==> src/rtl/gamepad_tx_if.sv <==
// gamepad_tx_if: console-port signal bundle for the SNES gamepad emulator.
//   master : console/driver side; drives buttons, turbo_mask and the latch/clk pins
//   slave  : gamepad_tx side; drives gamepad_data, frame_done and busy
// Signals:
//   buttons[NUM_BITS]     1 = pressed, bit0 (B) goes out first
//   turbo_mask[NUM_BITS]  1 = autofire on that button
//   gamepad_latch         console latch pin, active high, async to clk
//   gamepad_clk           console clock pin, idle high, async to clk
//   gamepad_data          serial data toward the console, low = pressed
//   frame_done            one-cycle pulse after the last bit of a frame
//   busy                  high while a frame is being loaded or shifted
interface gamepad_tx_if #(
    parameter int NUM_BITS = 16
) ();
    logic [NUM_BITS-1:0] buttons;
    logic [NUM_BITS-1:0] turbo_mask;
    logic                gamepad_latch;
    logic                gamepad_clk;
    logic                gamepad_data;
    logic                frame_done;
    logic                busy;

    modport master (
        output buttons, turbo_mask, gamepad_latch, gamepad_clk,
        input  gamepad_data, frame_done, busy
    );

    modport slave (
        input  buttons, turbo_mask, gamepad_latch, gamepad_clk,
        output gamepad_data, frame_done, busy
    );
endinterface

==> src/rtl/gamepad_tx.sv <==
// gamepad_tx: controller end of the SNES gamepad serial link. The latch and clock
// pins are synchronized into clk, and each frame shifts the inverted button word
// out LSB first on gamepad_data.
// Ports:
//   clk   system clock (>= 8 MHz)
//   rst   synchronous, active-high reset
//   bus   gamepad_tx_if.slave (buttons, turbo_mask, latch/clk pins, data, frame_done, busy)
// Optional feature: define GAMEPAD_TX_TURBO_EN to enable autofire on the buttons
// selected by turbo_mask, toggling every TURBO_PERIOD latches.
//
// state | meaning
// IDLE  | no latch seen since reset, data held high
// LOAD  | latch high, shift register tracks the button word
// SHIFT | shifting one bit per console clk rising edge
// DONE  | all bits sent, data held at FILL_LEVEL until the next latch
module gamepad_tx #(
    parameter int   SYNC_STAGES  = 2,
    parameter int   NUM_BITS     = 16,
    parameter logic FILL_LEVEL   = 1'b0,
    parameter int   TURBO_PERIOD = 4
) (
    input  logic         clk,
    input  logic         rst,
    gamepad_tx_if.slave  bus
);
    localparam int CW = $clog2(NUM_BITS + 1);

    typedef enum logic [1:0] {IDLE, LOAD, SHIFT, DONE} state_t;

    state_t              state, state_nxt;
    logic [SYNC_STAGES-1:0] latch_sync, clk_sync;
    logic                latch_d, clk_d;
    logic                latch_s, clk_s, latch_fall, clk_rise;
    logic [NUM_BITS-1:0] eff_buttons, wire_word;
    logic [NUM_BITS-1:0] sreg, sreg_nxt, sreg_shift;
    logic [CW-1:0]       bit_cnt, cnt_nxt, cnt_inc;
    logic                data_q, data_nxt;
    logic                done_q, done_nxt;

    // An extra flop after the last sync stage gives a clean edge compare and
    // keeps pin-to-data latency at SYNC_STAGES+1 cycles.
    always_ff @(posedge clk) begin
        if (rst) begin
            latch_sync <= '0;
            clk_sync   <= '1;
            latch_d    <= 1'b0;
            clk_d      <= 1'b1;
        end else begin
            latch_sync <= {latch_sync[SYNC_STAGES-2:0], bus.gamepad_latch};
            clk_sync   <= {clk_sync[SYNC_STAGES-2:0], bus.gamepad_clk};
            latch_d    <= latch_sync[SYNC_STAGES-1];
            clk_d      <= clk_sync[SYNC_STAGES-1];
        end
    end

    assign latch_s    = latch_sync[SYNC_STAGES-1];
    assign clk_s      = clk_sync[SYNC_STAGES-1];
    assign latch_fall = latch_d & ~latch_s;
    assign clk_rise   = clk_s & ~clk_d;

`ifdef GAMEPAD_TX_TURBO_EN
    logic [7:0] turbo_cnt;
    logic       turbo_phase;

    always_ff @(posedge clk) begin
        if (rst) begin
            turbo_cnt   <= 8'd0;
            turbo_phase <= 1'b0;
        end else if (latch_fall) begin
            if (turbo_cnt == 8'(TURBO_PERIOD - 1)) begin
                turbo_cnt   <= 8'd0;
                turbo_phase <= ~turbo_phase;
            end else begin
                turbo_cnt <= turbo_cnt + 8'd1;
            end
        end
    end

    // Phase 0 forces masked buttons released, so autofire starts released.
    assign eff_buttons = bus.buttons & ~(bus.turbo_mask & {NUM_BITS{~turbo_phase}});
`else
    assign eff_buttons = bus.buttons;
`endif

    assign wire_word = ~eff_buttons;
    assign cnt_inc   = bit_cnt + CW'(1);

    always_comb begin
        sreg_shift               = sreg >> 1;
        sreg_shift[NUM_BITS-1]   = FILL_LEVEL;
    end

    always_ff @(posedge clk) begin
        if (rst) begin
            state   <= IDLE;
            sreg    <= '1;
            bit_cnt <= '0;
            data_q  <= 1'b1;
            done_q  <= 1'b0;
        end else begin
            state   <= state_nxt;
            sreg    <= sreg_nxt;
            bit_cnt <= cnt_nxt;
            data_q  <= data_nxt;
            done_q  <= done_nxt;
        end
    end

    always_comb begin
        state_nxt = state;
        sreg_nxt  = sreg;
        cnt_nxt   = bit_cnt;
        data_nxt  = data_q;
        done_nxt  = 1'b0;
        case (state)
            IDLE: begin
                data_nxt = 1'b1;
                if (latch_s) state_nxt = LOAD;
            end
            LOAD: begin
                sreg_nxt = wire_word;
                data_nxt = wire_word[0];
                cnt_nxt  = '0;
                if (latch_fall) state_nxt = SHIFT;
            end
            SHIFT: begin
                // Latch wins over a coincident clk edge and aborts the frame.
                if (latch_s) begin
                    state_nxt = LOAD;
                end else if (clk_rise) begin
                    sreg_nxt = sreg_shift;
                    cnt_nxt  = cnt_inc;
                    if (cnt_inc == CW'(NUM_BITS)) begin
                        data_nxt  = FILL_LEVEL;
                        done_nxt  = 1'b1;
                        state_nxt = DONE;
                    end else begin
                        data_nxt = sreg_shift[0];
                    end
                end
            end
            DONE: begin
                data_nxt = FILL_LEVEL;
                if (latch_s) state_nxt = LOAD;
            end
            default: state_nxt = IDLE;
        endcase
    end

    assign bus.gamepad_data = data_q;
    assign bus.frame_done   = done_q;
    assign bus.busy         = (state == LOAD) || (state == SHIFT);
endmodule

==> src/flat_wrapper.sv <==
// flat-port wrapper written by rule: the top's interface ports become plain ports
module gamepad_tx_flat 
#(
    parameter int   SYNC_STAGES  = 2,
    parameter int   NUM_BITS     = 16,
    parameter logic FILL_LEVEL   = 1'b0,
    parameter int   TURBO_PERIOD = 4
)
  (clk, rst, bus_buttons, bus_turbo_mask, bus_gamepad_latch, bus_gamepad_clk, bus_gamepad_data, bus_frame_done, bus_busy);
  gamepad_tx_if #(.NUM_BITS(NUM_BITS)) bus_i ();
  input  logic clk;
  input  logic rst;
  input wire logic [$bits(bus_i.buttons)-1:0] bus_buttons;
  input wire logic [$bits(bus_i.turbo_mask)-1:0] bus_turbo_mask;
  input wire logic [$bits(bus_i.gamepad_latch)-1:0] bus_gamepad_latch;
  input wire logic [$bits(bus_i.gamepad_clk)-1:0] bus_gamepad_clk;
  output wire logic [$bits(bus_i.gamepad_data)-1:0] bus_gamepad_data;
  output wire logic [$bits(bus_i.frame_done)-1:0] bus_frame_done;
  output wire logic [$bits(bus_i.busy)-1:0] bus_busy;
  assign bus_i.buttons = bus_buttons;
  assign bus_i.turbo_mask = bus_turbo_mask;
  assign bus_i.gamepad_latch = bus_gamepad_latch;
  assign bus_i.gamepad_clk = bus_gamepad_clk;
  assign bus_gamepad_data = bus_i.gamepad_data;
  assign bus_frame_done = bus_i.frame_done;
  assign bus_busy = bus_i.busy;
  gamepad_tx #(.SYNC_STAGES(SYNC_STAGES), .NUM_BITS(NUM_BITS), .FILL_LEVEL(FILL_LEVEL), .TURBO_PERIOD(TURBO_PERIOD)) u_core (.clk(clk), .rst(rst), .bus(bus_i));
endmodule
==> config.mk <==
export PLATFORM = sky130hd
export DESIGN_NAME = gamepad_tx_flat
export DESIGN_NICKNAME = d
export VERILOG_FILES = /design/src/rtl/gamepad_tx_if.sv /design/src/rtl/gamepad_tx.sv /design/src/flat_wrapper.sv
export SDC_FILE = /design/constraint.sdc
export NUM_CORES = 1
export LEC_CHECK = 0
export ABC_AREA = 1
export CAP_MARGIN = 10
export CORE_MARGIN = 1
export CORE_UTILIZATION = 52
export CTS_BUF_LIST = sky130_fd_sc_hd__clkbuf_8
export CTS_CLUSTER_SIZE = 28
export DETAILED_ROUTE_END_ITERATION = 8
export PLACE_DENSITY = 0.86
export REMOVE_ABC_BUFFERS = 1
export SLEW_MARGIN = 40
export SYNTH_ARGS = -nofsm -noshare
export SYNTH_HDL_FRONTEND = slang
export SYNTH_SLANG_ARGS = --single-unit
export TNS_END_PERCENT = 30
==> constraint.sdc <==
create_clock -name clk -period 2.3 [get_ports clk]
set_clock_uncertainty 0.1 [all_clocks]
set_input_delay 0.46 -clock clk [delete_from_list [all_inputs] [get_ports clk]]
set_output_delay 0.46 -clock clk [all_outputs]
set_load 0.01 [all_outputs]
[Yosys cells after proc, flatten, opt, wreduce, memory -nomap -nowiden]
Index checks and enable logic that the tools add are counted.
Word-level totals
  ROM bits: 0
  memories kept: 0
  word-level logic and storage cells: 52
  input port bits: 36
  RAM bits: 0
  latch bits: 0
  register bits: 31
Operators by class
  reduce and logical (&&, ||, !) cells: 8
  multipliers: 0
  bitwise operators: 7
  div/mod/pow operators: 0
  order comparisons: 0
  equality and inequality tests: 10
  shift-type cells: 0
  muxes and demuxes: 17
  $add $sub $neg: 1
Operator list (number)
  16-bit 2-to-1 mux: 2
  16-bit case mux with 2 select lines: 1
  16-bit inverter: 1
  2-bit 2-to-1 mux: 5
  5-bit 2-to-1 mux: 2
  5-bit case mux with 2 select lines: 1
  2-bit by 1-bit inequality test with 1-bit output (second input constant): 3
  3-bit by 1-bit inequality test with 1-bit output (second input constant): 2
  2-bit case mux with 3 select lines: 1
  5-bit by 1-bit adder with 5-bit output (second input constant): 1
  5-bit equality test (second input constant): 1
  2-bit equality test (second input constant): 2
  1-bit 2-to-1 mux: 4
  1-bit inverter: 4
  1-bit case mux with 4 select lines: 1
  4-bit AND reduction: 1
  4-bit OR reduction: 1
  3-bit AND reduction: 1
  1-bit AND: 2
  2-bit by 1-bit equality test with 1-bit output (second input constant): 1
  2-bit logical NOT: 1
  2-bit inequality test (second input constant): 1
  2-bit AND reduction: 1
  2-bit nonzero test: 1
  other kinds (2): 2

[Logic depth before layout (Yosys ltp)]
Gate-level depths: netlist of run 1.
  word-level depth: 6
  mapped depth: 12
  depth with buffers taken out: 11

[Least setup slack after synthesis of run 1]
No wires, ideal clock.
  kind: register to register
  from: register u_core.state[0]
  to: register u_core.sreg[1]
  data arrival time: 1.299 ns
  data required time: 2.066 ns
  setup time: 0.134 ns
  slack: 0.767 ns
  cell stages (with the launch flop): 13
  clock period less this slack: 1.533 ns
  path through: dfxtp_1 inv_1 ha_1 inv_2 nor2_4 inv_2 nor2_4 inv_2 nand2_8 inv_4 buf_6 nand2_1 nand3_1
Between the ends
  cells in the longest elaborated chain, start to end: 3
  elaborated cells between the ends (all ways): 7
  those cells by class: 4 x eq/ne; 1 x mux; 2 x reduce/logical
RTL lines
  start, declared: RTL line gamepad_tx.sv:30  | state_t state, state_nxt;
  start signal, assigned: RTL line gamepad_tx.sv:101  | state <= state_nxt;
  2-bit equality test or 2-bit by 1-bit equality test with 1-bit output (tied branches): RTL line gamepad_tx.sv:115  | case (state)
  2-bit inequality test (no source line), or another cell as far along
  3-bit AND reduction (no source line)
  end signal, assigned: RTL line gamepad_tx.sv:102  | sreg <= sreg_nxt;
  end, declared: RTL line gamepad_tx.sv:35  | logic [NUM_BITS-1:0] sreg, sreg_nxt, sreg_shift;
Several ways; a longest one is shown, not always the timed one.
A chain may end at the register's enable or synchronous reset.

[Final worst setup path of run 1]
  from: register u_core.state[1]
  to: output bus_busy
Between the ends
  cells in the longest elaborated chain, start to end: 2
  elaborated cells between the ends (all ways): 3
  those cells by class: 2 x eq/ne; 1 x reduce/logical
RTL lines
  2-bit by 1-bit equality test with 1-bit output or 2-bit equality test (tied branches): RTL line gamepad_tx.sv:152  | assign bus.busy = (state == LOAD) || (state == SHIFT);
  1-bit logical OR (*): RTL line gamepad_tx.sv:152
  end, declared: RTL line flat_wrapper.sv:19  | output wire logic [$bits(bus_i.busy)-1:0] bus_busy;
Mark *: on every way between the ends. The rest lies on a longest branch, timed or not.

==> results by group, run 1 <==
STA
  – FMAX: around 0.47 GHz
  – Least-Margin Pin Slew: 0.259 ns
  – Hold_ws: ~0.3 ns
  – Minimum clock period: 2.13 ns
  – Normalized max-slew margin: 82.7%
  – Period utilization: just over 90%
  – Final setup TNS: 0 ns
  – Max-slew violation count: 0
  – Final hold vios: 0
  – Final setup viols: 0
  – Unrepaired setup endpoints after global routing: false

Clock network
  – Clock sinks: 30
  – Resized cells post-CTS: 0
  – Post-CTS Setup Bufs: 0
  – Hold_buf cts: 0
  – Insertion delay to the later sink of the worst-skew pair: 0.28 ns
  – H-tree Lvls: 2
  – Worst-path clk slew: 0.06 ns
  – Clock Tree Buf Depth: 2
  – Root Buffer: clkbuf_8
  – CTS tree: yes
  – CTS Buf Count: 5

GRT
  – Congestion Overflow GR: 0
  – Antenna violations before repair: 0
  – Global-route wire length before repair: 4450 µm
  – Total track usage: 22.3%
  – Vias in the first global route: ~1000
  – Pin count of the biggest net entering global routing: 30

Detailed routing
  – Via count: around 1200
  – # DRC: 0
  – Routed WL: 2870 µm
  – Post-route ant nets: 0
  – Router iterations before antenna repair: 4
  – Initial DRC count: 35
  – Via-per-instance ratio: between 5 and 6
  – Avg WL per Cell: 12.2 µm

Synth
  – Synth Area in Simple Gates: 31.6%
  – Library cells used by synthesis: 19
  – Xor-xnor portion of the synthesized cell area: 0%
  – Mean Syn Cell Area: 7.53 µm²
  – Post-Synth Adder-Cell Area: 3.67%
  – Synth Area in Compound Gates: 11.9%
  – Proportion of synthesized area in mux cells: 0%
  – Largest family of logic cells by synthesized area: simple AND/OR/NAND/NOR gates
  – Mapped cell area: 1360 µm²
  – Post-synthesis cell count: 181
  – Register area share after synthesis: 44.0%
  – Yosys reg bits: 30
  – Synthesis Warnings: 0

Floorplanning
  – Starting Density: 55.1%
  – # rows: 18
  – CORE AREA: 2480 µm²
  – Die width: 53.2 µm
  – Die footprint: around 2800 µm²
  – Boundary Pins: 39
  – Die H: 53.2 µm

Setup path
  – Critical path class: register to output pin
  – Worst Path Required: 1.74 ns
  – Worst Setup Start Kind: register
  – CP Max Fanout: 3
  – FF-to-FF setup slack: 0.58 ns
  – Worst EP arrival: between 1.5 and 2 ns
  – Worst setup EP type: output pin

Outcome
  – Status: complete, no violations

Job
  – Max_cap viols: 0

Worst hold path
  – Hold Crit Class: register to register

Placement
  – Routability Congestion: roughly 0.81
  – Placed cell areas: 1600 µm²
  – Placed insts: 228
  – Final HPWL DP: approximately 2000 µm
  – Port Buf Inserts: 22

Pwr
  – PwrDens: 1010 nW/µm²
  – IR drop worst, VDD: 0.755 mV
  – P_leak: around 0.77 nW

Layout
  – Antenna cells: 0
  – Number of nets in the layout: about 250
  – Layout Cells excl Fill: 236
  – Final instance area: 1690 µm²
  – Layout cells sized above 1: under 10%
  – Area Growth Syn to Fin: 23.9%
  – Core Util, Final: 68.2%
==> critical path, cell delays in order (launching register included) <==
cell             delay, ns
dfxtp_1               0.36
inv_1                 0.07
ha_1                  0.32
clkdlybuf4s50_1       0.54
==> synth_stat cells (all sizes together) <==
cell type  number  share of area [%]
a21oi           8                2.9
buf             3                2.0
clkbuf          5                1.4
dfxtp          30                 44
ha              4                3.7
inv            19                5.4
nand2          57                 17
nand3          23                8.4
nand4           2               0.92
nor2            9                3.6
nor3            1               0.37
o211ai         15                8.3
o21ai           2               0.73
or2             3                1.4
==> cell usage in the layout (no fill, tap or decap) <==
cell             netlist  layout
nor2_1                 7       7
ha_1                   4       4
clkinv_2               0       1
inv_1                 15      16
nor3_1                 1       1
nand3_1               23      23
buf_4                  0       3
nand2_8                1       1
nand4_1                2       2
inv_2                  3       3
dfxtp_1               30      30
clkbuf_8               0       6
o21ai_0                2       2
clkdlybuf4s50_1        0      22
inv_4                  1       1
a21oi_1                8       8
nor2_4                 2       2
o211ai_1              15      15
nand2_1               56      56
or2_2                  3       3
==> power breakdown <==
| group | internal, mW | switching [mW] | total [mW] | leakage [nW] |
|---|---|---|---|---|
| logic | 0.239 | 0.335 | 0.573 | 0.472 |
| registers | 0.643 | 0.0662 | 0.709 | 0.246 |
| clock network | 0.236 | 0.189 | 0.425 | 0.0524 |
==> registers in the layout (all words and copies together), names as in the netlist <==
signal and count:
u_core.latch_d 1, u_core.bus.frame_done 1, u_core.bus.gamepad_data 1, u_core.bit_cnt 5, u_core.clk_sync 2, u_core.state 2, u_core.latch_sync 2, u_core.clk_d 1
u_core.sreg 15
==> cell families after synthesis <==
| family | count (synthesis) |
|---|---|
| buffers and inverters | 27 |
| adders and majority gates | 4 |
| DFF | 30 |
| and+or+nand+nor | 95 |
| AOI/OAI and AO/OA | 25 |
==> through the flow <==
| stage | setup slack [ns] | power, mW |
|---|---|---|
| 6_report | 0.170 | 1.71 |
| 5_1_grt | 0.0978 | 1.82 |
| 4_1_cts | 0.155 | 1.72 |
| 3_5_place_dp | 0.471 | 1.28 |
| 3_3_place_gp | 0.499 | 1.25 |
| 2_1_floorplan | 0.567 | 1.11 |
==> metal layers <==
layer,track usage [%],wire length (µm),vias to the layer above
met5,0,0,-
met4,11.4,78,0
met3,8.91,187,12
met2,35.8,1320,41
met1,25.0,1280,557
li1,-,-,638
==> final cells by class <==
type / count / area (µm²)
sequential: 30 / 601
inverter: 19 / 73.8
tap: 30 / 37.5
timing repair buffer: 25 / 243
multi-input combinational: 124 / 643
clock inverter: 2 / 8.76
clock buffer: 6 / 82.6
fill: 200 / 788
==> worst paths after layout <==
check                  startpoint                    to  cells past startpoint
max reg2reg       u_core.state[0]     u_core.bit_cnt[3]                     11
min          u_core.latch_sync[0]  u_core.latch_sync[1]                      2
min reg2reg  u_core.latch_sync[0]  u_core.latch_sync[1]                      2
max               u_core.state[1]              bus_busy                      3
(Power assumes the default switching activity.)
==> run 2: changes to the inputs <==
Settings changed: CORE_UTILIZATION 52 to 49, PLACE_DENSITY 0.86 to 0.82, SLEW_MARGIN 40 to 20.
Clock period 2.3 ns to 2 ns, I/O delays scaled along.
==> run 2 against run 1 <==
Critical path depth did not move. Flip-flop and latch count is the same. Sequential share of layout area barely moved. Global-route usage shrank 1.7 points. Utilization down 1.9 points. Final area is essentially flat. Register-to-register slack worse by 0.30 ns.
==> results by group, run 2 (synthesis results as in run 1) <==
Outcome
  – Status: complete, no violations

Detailed routing
  – # DRC: 0 (unchanged)
  – Post-route ant nets: 0 (unchanged)
  – Avg WL per Cell: 10.9 µm (-10%)
  – Via-per-instance ratio: 5.13 (-3.0%)
  – Via count: 1211 (-3.0%)
  – Router iterations before antenna repair: 4 (unchanged)
  – Routed WL: 2570 µm (-10%)
  – Initial DRC count: 7 (-80%)

Layout
  – Commonest non-fill, non-tap cell in the layout: nand2_1
  – Most frequent cells in the layout: nand2_1, dfxtp_1, nand3_1
  – Top reg by flops: u_core.sreg
  – Sequential Area: 601 µm² (unchanged)
  – Antenna cells: 0 (unchanged)
  – Core Util, Final: 66.3% (-1.9 points)
  – Area Growth Syn to Fin: 23.8% (about the same)
  – Number of flip-flops in the largest register: 15 (unchanged)
  – Layout cells sized above 1: 9.71% (unchanged)
  – Number of nets in the layout: 245 (unchanged)
  – Largest registers: u_core.sreg x15, u_core.bit_cnt x5
  – Area occupied by multi-input gates: 643 µm² (unchanged)
  – FILL cells: 236 (+18%)

Pwr
  – Net Sw Power: 0.666 mW (+13%)
  – P_leak: 0.773 nW (+0.36%)
  – Clock power share: 24.9% (about the same)
  – Comb power frac: 33.2% (-0.4 points)
  – Net Sw Frac: 34.3% (-0.27 points)
  – PwrDens: 1150 nW/µm² (+14%)
  – Int Power: 1.28 mW (+14%)
  – IR drop worst, VDD: 0.761 mV (+0.85%)
  – Sequential Power Share: 41.9% (+0.4 points)

Worst hold path
  – Hold Crit Class: register to register

Clock network
  – Post-CTS Setup Bufs: 0 (unchanged)
  – Clock Tree Buf Depth: 2 (unchanged)
  – H-tree Lvls: 2 (unchanged)
  – Insertion delay to the later sink of the worst-skew pair: 0.28 ns (about the same)
  – CTS tree: yes
  – CTS Buf Count: 5 (unchanged)
  – Root Buffer: clkbuf_8
  – Worst-path clk slew: 0.06 ns (about the same)
  – Clock sinks: 30 (unchanged)

GRT
  – Vias in the first global route: 1098 (+5.6%)
  – Congestion Overflow GR: 0 (unchanged)
  – Total track usage: 20.6% (-1.7 points)
  – Antenna violations before repair: 0 (unchanged)
  – Pin count of the biggest net entering global routing: 30 (unchanged)
  – Global-route wire length before repair: 4260 µm (-4.2%)

Setup path
  – Worst setup EP type: output pin
  – Worst path cell trace: inv_1 -> ha_1 -> dlygate4sd2_1
  – Buffers & Inverters on Critical Path: 2 (unchanged)
  – Crit-path slowest cell: dfxtp_1
  – Critical path class: register to output pin
  – CP Max Fanout: 3 (unchanged)
  – Crit path max-delay family: flip-flops
  – Worst Path Required: 1.50 ns (-0.24 ns)
  – Worst EP arrival: 1.35 ns (-0.22 ns)
  – Worst Setup Start Kind: register
  – CP peak stage delay: 0.37 ns (-0.17 ns)

Job
  – Max_cap viols: 0 (unchanged)

STA
  – Hold_ws: 0.313 ns (+0.0116 ns)
  – Minimum clock period: 1.85 ns
  – FMAX: 0.540 GHz
  – Unrepaired setup endpoints after global routing: false
  – Max-slew violation count: 0 (unchanged)
  – Final setup TNS: 0 ns (unchanged)
  – Normalized max-slew margin: 70.0% (-13 points)
  – Least-Margin Pin Slew: 0.449 ns (+0.190 ns)
  – Final hold vios: 0 (unchanged)
  – Final setup viols: 0 (unchanged)
  – Period utilization: 92.5%

Floorplanning
  – Die width: 54.8 µm (+2.9%)
  – Die footprint: 3000 µm² (+5.9%)
  – Die H: 54.8 µm (+2.9%)
  – Starting Density: 53.6% (-1.5 points)
  – Boundary Pins: 39 (unchanged)
  – CORE AREA: 2540 µm² (+2.7%)
  – # rows: 18 (unchanged)

Placement
  – Port Buf Inserts: 22 (unchanged)
  – Final HPWL DP: 1820 µm (-7.5%)
  – Routability Congestion: 0.762 (-5.8%)
==> run 2: worst paths after layout <==
kind                 startpoint                  to  slack [ns]  cells past startpoint
max             u_core.state[0]            bus_busy        0.15                      3
min          u_core.clk_sync[0]  u_core.clk_sync[1]        0.31                      1
max reg2reg     u_core.state[0]   u_core.bit_cnt[3]        0.28                     11
min reg2reg  u_core.clk_sync[0]  u_core.clk_sync[1]        0.31                      1
==> run 2: power groups by stage <==
stage	registers (mW)	clock network (mW)	logic (mW)
after floorplan	0.812	0	0.462
after global placement	0.817	0	0.627
after detailed placement	0.825	0	0.655
after CTS	0.814	0.495	0.650
after global routing	0.828	0.524	0.742
final	0.814	0.484	0.644
==> run 2: metal layers <==
layer  share of wire (%)  vias up  global-route usage, %
met5                   0        -                      0
met4                 1.6        0                   11.1
met3                 4.6        4                   8.61
met2                  47       19                   33.5
met1                  47      548                   22.4
li1                    -      640                      -
==> run 2: layout make-up <==
type / instances / share of cell area, %
Tap cell: 30 / 2.22
Inverter: 19 / 4.37
Clock buffer: 6 / 4.89
Clock inverter: 2 / 0.519
Multi-Input combinational cell: 124 / 38.1
Sequential cell: 30 / 35.6
Timing Repair Buffer: 25 / 14.3
==> run 2: repair_timing <==
item	4_1_cts	5_1_grt
endpoints found under the hold margin	0	0
endpoints found under the setup margin	1	0
gates resized for setup	1	0
hold buffers	0	0
==> run 2: stage by stage <==
| stage | instance area, µm² | setup slack [ns] | instances | total power [mW] |
|---|---|---|---|---|
| floorplan | 1320 | 0.267 | 173 | 1.27 |
| detailed placement | 1600 | 0.223 | 228 | 1.48 |
| global placement | 1600 | 0.247 | 228 | 1.44 |
| CTS | 1690 | 0.146 | 236 | 1.96 |
| global route | 1690 | 0.0917 | 236 | 2.09 |
| finish | 1690 | 0.149 | 236 | 1.94 |
==> run 3: changes to the inputs <==
Settings changed: CORE_UTILIZATION 49 to 47, MAX_ROUTING_LAYER set to met4, PLACE_DENSITY 0.82 to 0.79.
==> run 3 against run 2 <==
Final area is essentially flat. Critical path type unchanged. Worst setup slack gained 0.026 ns. Global-route usage grew 0.32 points. Flip-flop and latch count is the same. Total power is essentially flat. Non-clock buffer count is the same. Cell count grew 0.42%. Via count grew 0.33%. Sequential power is essentially flat. Fmax grew 1.4%. Combinational power shrank 0.8%. Register-to-register slack is essentially flat.
==> results by group, run 3 (synthesis results as in run 1) <==
Layout
  – Number of flip-flops in the largest register: 15 (unchanged)
  – Commonest non-fill, non-tap cell in the layout: nand2_1
  – FILL cells: 244 (+3.4%)
  – Antenna cells: 0 (unchanged)
  – Layout cells sized above 1: 9.71% (unchanged)
  – Largest registers: u_core.sreg x15, u_core.bit_cnt x5
  – Most frequent cells in the layout: nand2_1, dfxtp_1, nand3_1
  – Area Growth Syn to Fin: 23.9% (about the same)
  – Number of nets in the layout: 245 (unchanged)
  – Top reg by flops: u_core.sreg

Detailed routing
  – Avg WL per Cell: 11.6 µm (+6.7%)
  – # DRC: 0 (unchanged)
  – Router iterations before antenna repair: 4 (unchanged)
  – Via count: 1215 (+0.33%)
  – Routed WL: 2760 µm (+7.2%)
  – Post-route ant nets: 0 (unchanged)
  – Via-per-instance ratio: 5.13 (about the same)
  – Initial DRC count: 54 (+47)

Placement
  – Routability Congestion: 0.799 (+4.9%)
  – Port Buf Inserts: 22 (unchanged)
  – Post-place setup slack: 0.236 ns (+0.0129 ns)
  – Final HPWL DP: 1920 µm (+5.5%)

Clock network
  – Resized cells post-CTS: 1 (unchanged)
  – Clock sinks: 30 (unchanged)
  – Clock Tree Buf Depth: 2 (unchanged)
  – CTS tree: yes
  – Hold_buf cts: 0 (unchanged)
  – Root Buffer: clkbuf_8
  – Insertion delay to the later sink of the worst-skew pair: 0.28 ns (about the same)
  – CTS Buf Count: 5 (unchanged)
  – H-tree Lvls: 2 (unchanged)
  – Post-CTS Setup Bufs: 0 (unchanged)
  – Worst-path clk slew: 0.06 ns (about the same)

Pwr
  – PwrDens: 1150 nW/µm² (-0.15%)
  – P_leak: 0.773 nW (unchanged)
  – IR drop worst, VDD: 1.02 mV (+33%)

Floorplanning
  – Die footprint: 3120 µm² (+4.1%)
  – Boundary Pins: 39 (unchanged)
  – Die H: 55.9 µm (+2.0%)
  – Die width: 55.9 µm (+2.0%)
  – # rows: 19 (+1)
  – CORE AREA: 2760 µm² (+8.4%)
  – Starting Density: 49.5% (-4.1 points)

STA
  – Minimum clock period: 1.82 ns (-0.0258 ns)
  – Max-slew violation count: 0 (unchanged)
  – Period utilization: 91.2% (-1.3 points)
  – Final setup viols: 0 (unchanged)
  – Final setup TNS: 0 ns (unchanged)
  – Final worst setup slack: 0.175 ns (+0.0258 ns)
  – Final hold vios: 0 (unchanged)
  – Unrepaired setup endpoints after global routing: false
  – Normalized max-slew margin: 78.1% (+8.1 points)
  – Least-Margin Pin Slew: 0.328 ns (-0.121 ns)
  – FMAX: 0.548 GHz (+1.4%)

Worst hold path
  – Hold depth: 2 (+1)
  – Hold Crit Class: register to register

GRT
  – Pin count of the biggest net entering global routing: 29 (-3.3%)
  – Global-route wire length before repair: 4910 µm (+15%)
  – Congestion Overflow GR: 0 (unchanged)
  – Total track usage: 20.9% (+0.32 points)
  – Vias in the first global route: 1250 (+14%)
  – Antenna violations before repair: 0 (unchanged)

Outcome
  – Status: complete, no violations

Setup path
  – CP Max Fanout: 3 (unchanged)
  – Worst Setup Start Kind: register
  – Worst EP arrival: 1.32 ns (-0.03 ns)
  – Worst reg-to-reg path cell count: 11 (unchanged)
  – Critical path class: register to output pin
  – Worst Path Required: 1.50 ns (about the same)
  – Worst setup EP type: output pin

Job
  – Max_cap viols: 0 (unchanged)
run 3: cell type report:
class	count	area, µm²	area share, %
well taps	31	38.8	2.30
multi-input cells	124	643	38.1
inverters	19	73.8	4.37
clock inverters	2	8.76	0.519
repair buffers	25	241	14.3
clock buffers	6	82.6	4.89
flip-flops and latches	30	601	35.6
run 3: final timing paths:
| check | from | to | slack [ns] |
|---|---|---|---|
| setup reg to reg | u_core.state[0] | u_core.bit_cnt[2] | 0.28 |
| setup / recovery | u_core.state[0] | bus_busy | 0.18 |
| hold reg to reg | u_core.latch_sync[0] | u_core.latch_sync[1] | 0.31 |
| hold / removal | u_core.latch_sync[0] | u_core.latch_sync[1] | 0.31 |
run 3: critical path: stages, from the launching register on:
cell           delay, ns
dfxtp_1             0.36
inv_1               0.07
ha_1                0.32
dlygate4sd2_1       0.29
run 3: where the power goes:
part | internal (mW) | leakage (nW) | switching [mW]
Sequential | 0.739 | 0.246 | 0.0753
Clock | 0.272 | 0.0524 | 0.215
Combinational | 0.266 | 0.475 | 0.374
run 3: layer usage:
metal	vias to the layer above	wire, µm	global-route usage (%)	share of wire [%]
met1	544	1270	22.2	46
met4	0	51	11.8	1.9
met2	25	1280	33.2	46
met5	-	0	-	0
li1	641	-	-	-
met3	5	161	8.37	5.8
run 3: metrics by stage:
step / cells / hold slack [ns] / power [mW] / area (µm²) / utilization, %
after CTS: 237 / 0.313 / 1.96 / 1690 / 61.3
final: 237 / 0.311 / 1.94 / 1690 / 61.3
after global placement: 229 / 0.293 / 1.44 / 1600 / 58.0
after floorplan: 173 / 0.288 / 1.27 / 1320 / -
after detailed placement: 229 / 0.302 / 1.48 / 1600 / 58.0
after global routing: 237 / 0.336 / 2.10 / 1690 / 61.3
